### src/rtl/sa_skew_feeder.sv
// sa_skew_feeder: drains the activation FIFO one N_ROWS-wide vector per cycle
// and feeds the systolic array's west edge. Row r is delayed r cycles relative
// to row 0, so each vector enters the array as a diagonal wavefront. A small
// FSM counts the programmed tile length and flushes the skew chains. It pulses
// done once the last vector's final row element has entered the array.
module sa_skew_feeder #(
   parameter int N_ROWS = 4,
   parameter int DATA_W = 8,
   parameter int LEN_W  = 8
) (
   input  logic                     clk,
   input  logic                     rst,
   input  logic                     start,
   input  logic [LEN_W-1:0]         tile_len,
   input  logic                     fifo_empty,
   input  logic [N_ROWS*DATA_W-1:0] fifo_data,
   output logic                     fifo_rd_en,
   input  logic                     stall,
   output logic [N_ROWS*DATA_W-1:0] sa_data,
   output logic [N_ROWS-1:0]        sa_valid,
   output logic                     busy,
   output logic                     done
);

   // The drain counter only has to hold N_ROWS-1.
   localparam int DRN_W = (N_ROWS > 1) ? $clog2(N_ROWS) : 1;

   typedef enum logic [1:0] {
      IDLE   = 2'd0,
      STREAM = 2'd1,
      DRAIN  = 2'd2,
      DONE   = 2'd3
   } state_t;

   state_t             state;
   logic [LEN_W-1:0]   remaining;
   logic [DRN_W-1:0]   drain_cnt;
   logic               adv;
   logic               pop;

   // The pipeline moves whenever the array is not pushing back. A pop is
   // only allowed when the pipeline moves, so a stalled vector stays in the FIFO.
   assign adv        = ~stall;
   assign pop        = (state == STREAM) & ~fifo_empty & adv & ~rst;
   assign fifo_rd_en = pop;

   // Tile sequencing. The FSM leaves STREAM on the final pop, so remaining
   // never decrements past zero. busy and done are registered from the next state.
   always_ff @(posedge clk or posedge rst) begin
      if (rst) begin
         state     <= IDLE;
         remaining <= '0;
         drain_cnt <= '0;
         busy      <= 1'b0;
         done      <= 1'b0;
      end else begin
         done <= 1'b0;
         case (state)
            IDLE: begin
               if (start) begin
                  busy <= 1'b1;
                  if (tile_len != '0) begin
                     remaining <= tile_len;
                     state     <= STREAM;
                  end else begin
                     state <= DONE;
                     done  <= 1'b1;
                  end
               end
            end
            STREAM: begin
               if (pop) begin
                  remaining <= remaining - LEN_W'(1);
                  if (remaining == LEN_W'(1)) begin
                     if (N_ROWS > 1) begin
                        drain_cnt <= DRN_W'(N_ROWS - 1);
                        state     <= DRAIN;
                     end else begin
                        state <= DONE;
                        done  <= 1'b1;
                     end
                  end
               end
            end
            DRAIN: begin
               if (adv) begin
                  drain_cnt <= drain_cnt - DRN_W'(1);
                  if (drain_cnt == DRN_W'(1)) begin
                     state <= DONE;
                     done  <= 1'b1;
                  end
               end
            end
            DONE: begin
               busy  <= 1'b0;
               state <= IDLE;
            end
            default: begin
               busy  <= 1'b0;
               state <= IDLE;
            end
         endcase
      end
   end

   for (genvar r = 0; r < N_ROWS; r++) begin : g_row
      logic [DATA_W-1:0] d_q [0:r];
      logic              v_q [0:r];

      // Row r shift chain of depth r+1. Stage 0 takes the popped element or a
      // zero bubble, and the last stage drives the west edge directly.
      always_ff @(posedge clk or posedge rst) begin
         if (rst) begin
            for (int k = 0; k <= r; k++) begin
               d_q[k] <= '0;
               v_q[k] <= 1'b0;
            end
         end else if (adv) begin
            d_q[0] <= pop ? fifo_data[r*DATA_W +: DATA_W] : '0;
            v_q[0] <= pop;
            for (int k = 1; k <= r; k++) begin
               d_q[k] <= d_q[k-1];
               v_q[k] <= v_q[k-1];
            end
         end
      end

      assign sa_data[r*DATA_W +: DATA_W] = d_q[r];
      assign sa_valid[r]                 = v_q[r];
   end

endmodule

### config.mk
export PLATFORM = sky130hd
export DESIGN_NAME = sa_skew_feeder
export DESIGN_NICKNAME = d
export VERILOG_FILES = /design/src/rtl/sa_skew_feeder.sv
export SDC_FILE = /design/constraint.sdc
export NUM_CORES = 1
export LEC_CHECK = 0
export ABC_CLOCK_PERIOD_IN_PS = 4200
export CAP_MARGIN = 10
export CORE_MARGIN = 2
export CORE_UTILIZATION = 40
export DETAILED_ROUTE_END_ITERATION = 10
export PLACE_DENSITY = 0.63
export SETUP_SLACK_MARGIN = 0.2
export SKIP_LAST_GASP = 1
export SLEW_MARGIN = 25
export SYNTH_ARGS = -nofsm -noshare
export SYNTH_HDL_FRONTEND = slang
export SYNTH_SLANG_ARGS = --single-unit
### constraint.sdc
create_clock -name clk -period 4.2 [get_ports clk]
set_input_delay 0.63 -clock clk [delete_from_list [all_inputs] [get_ports clk]]
set_output_delay 0.63 -clock clk [all_outputs]
set_load 0.005 [all_outputs]
==> flow_summary_export.csv <==
group,metric,value,unit
floorplanning,io_pins,84,
critical_path,cpMaxStageDelayCell,"clkdlybuf4s50_1",
cts,insertion_delay,360,ps
pwr,p_sw,0.000758,W
pwr,power_switching_share,30.9,%
cts,cts_tree,"built",
logic_synthesis,ys_types,40,
logic_synthesis,yosys-top-cells-area,"dfrtp_1, mux2_2, a22o_1",
cts,root_buffer,"clkbuf_8",
critical_path,arrival,2190,ps
grt,grt-ovfl-total,0,
grt,grtUsageTotal,15.0,%
timing,finalHoldViolCount,0,
routing,vias,2620,
grt,grt_antenna_before_repair,0,
floorplanning,rows,37,
logic_synthesis,synth_seq_cells,98,
cts,clockBufferDepth,2,
min_path,hold_path_end,"g_row[3].d_q[12]",
logic_synthesis,ys_warn_count,0,
grt,grt_max_degree,89,
critical_path,reg2reg_from,"state[1]",
cells_and_area,final_cells,512,
cells_and_area,area_growth,23.4,%
critical_path,r2r_setup_slack,1680,ps
logic_synthesis,yosys.area.top_type_share,58.4,%
cells_and_area,final_cell_mix,"dfrtp_1, clkdlybuf4s50_1, mux2_2",
timing,fmax,355,MHz
cts,cts_setup_buffers,0,
cells_and_area,final_common_cell,"dfrtp_1",
routing,detail_route.vias_per_cell,5.12,
logic_synthesis,syn_inst,315,
critical_path,critPathRequiredTime,3570,ps
placed_design,port_buffers,83,
routing,post-route-drc-count,0,
cells_and_area,diodes,0,
floorplanning,die_area,0.0113,mm2
critical_path,crit_chain,"inv_1 > ha_1 > nand2_2 > inv_2 > clkdlybuf4s50_1",
min_path,worstHoldPathCells,1,
cells_and_area,nets,424,
timing,fin_crit_sh,67.0,%
critical_path,critPathMaxStageDelay,570,ps
timing,period_minus_slack,2820,ps
critical_path,end_kind,"output pin",
routing,routed_wl,8040,um
logic_synthesis,synth_top_area_cell,"dfrtp_1",
placed_design,dp_hpwl,5430,um
critical_path,ff2ff_path_depth,8,
timing,setup_tns,0,ps
logic_synthesis,synth-seq-area-share,58.4,%
critical_path,path_class,"reg -> out",
outcome,status,"finished, final reports clean",
min_path,holdCritPathClass,"reg -> reg",
timing,worstMarginPinSlew,984,ps
critical_path,r2r-end,"state[1]",
pwr,leakage,2.40,nW
cts,postCtsHoldBufs,0,
placed_design,place_ws,1300,ps
routing,firstDrtPassIters,4,
cts,clkSinkCount,98,
timing,worst_slack,1380,ps
cells_and_area,layout-drive-gt1-share,20.2,%
placed_design,placedCellCount,496,
cts,cts_buffers,9,
pwr,powerDensity,473,mW/mm2
routing,first_iter_violations,116,
critical_path,cp_max_fo,12,
timing,slew_viol_final,0,
logic_synthesis,synth_area,0.00420,mm2
timing,finClkSkew,7.02,ps
floorplanning,start_util,40.8,%
timing,rsz0062_at_grt,"no",
grt,grt_pass1_vias,2637,
timing,slew_headroom,34.4,%
routing,wl_per_cell,15.7,um
logic_synthesis,synth_area_per_cell,13.3,um2
cts,post_cts_resized,0,
floorplanning,fp.dieW,106,um
pwr,peakVddDrop,0.000231,V
pwr,power_frac_seq,47.9,%
timing,finalSetupViolCount,0,
job,max_cap_viol_count,0,
cts,path_clk_slew,100,ps
pwr,pwr-share-clk,25.7,%
cts,cts_max_level,3,
placed_design,gp_congestion,0.893,
grt,grt_pass1_wl,13200,um
pwr,power_frac_comb,26.4,%
pwr,power,0.00245,W
pwr,p_int,0.00169,W
critical_path,critPathLaunchType,"flip-flop",
logic_synthesis,synth_fp_nets,368,
routing,postRouteAntennaNets,0,
floorplanning,core,0.0103,mm2
floorplanning,die_y,106,um
min_path,worstHoldStart,"g_row[3].d_q[12]",
## power by group through the flow
stage | combinational, W | clock, W | sequential, W
6_report | 0.000646 | 0.000631 | 0.00117
5_1_grt | 0.000718 | 0.000693 | 0.00120
4_1_cts | 0.000650 | 0.000655 | 0.00117
3_5_place_dp | 0.000652 | 0 | 0.00119
3_3_place_gp | 0.000629 | 0 | 0.00119
2_1_floorplan | 0.000467 | 0 | 0.00116
## flip-flops by register name (all words and copies together) (netlist names)
name,count
sa_valid,1
done,1
sa_data,24
state,2
g_row.v_q,3
g_row.d_q,56
remaining,8
drain_cnt,2
busy,1
## Yosys cell counts
master and number:
o22a_1 4, clkinv_1 1, buf_2 5, nand3_1 2
mux2_2 51, nand2_2 1, a21o_1 1, a31oi_1 6
o22ai_1 1, or4b_1 1, buf_4 25, nor2_1 9
a41oi_2 1, o211ai_1 1, ha_1 8, nand3b_1 2
mux2i_1 3, and2_1 2, o21ai_0 2, inv_2 1
nor4_1 4, nand2b_1 1, buf_6 1, a221o_1 1
a41oi_1 1, nor3_1 2, inv_1 9, o31ai_1 1
or3_1 1, buf_1 1, a2bb2oi_1 1, nor3_4 1
a22o_1 37, a21oi_1 8, nand2_1 8, o221a_1 1
o2bb2ai_1 2, o311ai_0 1, dfrtp_1 98, clkbuf_1 9
## layout make-up
| class | count | area (um2) |
|---|---|---|
| inverter | 11 | 43.8 |
| tap | 136 | 170 |
| fill | 938 | 5100 |
| sequential | 98 | 2450 |
| timing repair buffer | 86 | 863 |
| clock inverter | 7 | 82.6 |
| clock buffer | 9 | 124 |
| multi-input combinational | 165 | 1440 |
## critical path: cells and delay by family (launching register included)
family / cells / cell delay [ps]
and+or+nand+nor: 1 / 130
adders and majority gates: 1 / 470
DFF: 1 / 430
buffers and inverters: 3 / 790
## cell families (layout without fill, tap and decap cells)
| logic type | Yosys count | after routing | synth area share [%] |
|---|---|---|---|
| AO/OA/AOI/OAI | 69 | 69 | 13.3 |
| adder cells (fa/ha/maj) | 8 | 8 | 2.38 |
| buffers and inverters | 52 | 113 | 7.21 |
| flip-flops | 98 | 98 | 58.4 |
| multiplexers | 54 | 54 | 14.4 |
| AND/OR/NAND/NOR | 34 | 34 | 4.32 |
## worst max-delay path by stage
stage | cells past startpoint | slack, ps | end | start
after floorplan | 1 | 1010 | busy | rst
after global placement | 8 | 1360 | state[1] | rst
after detailed placement | 8 | 1300 | state[1] | rst
after CTS | 5 | 1360 | fifo_rd_en | state[1]
after global routing | 5 | 1220 | fifo_rd_en | state[1]
final | 5 | 1380 | fifo_rd_en | state[1]
## metrics by stage
stage / cell area, um2 / util [%] / hold WS (ps)
4_1_cts: 5180 / 50.4 / 512
5_1_grt: 5180 / 50.4 / 526
3_5_place_dp: 4970 / 48.4 / 489
6_report: 5180 / 50.4 / 508
3_3_place_gp: 4970 / 48.4 / 481
2_1_floorplan: 4200 / - / 468
## layer usage
metal  routed length (um)  vias up  GRT usage, %
met5                    0        -             0
met3                  364        9          3.56
li1                     -     1235             -
met4                   98        0          6.59
met1                 3810     1315          21.1
met2                 3760       61          22.0
Power figures use the tool's default switching activity.
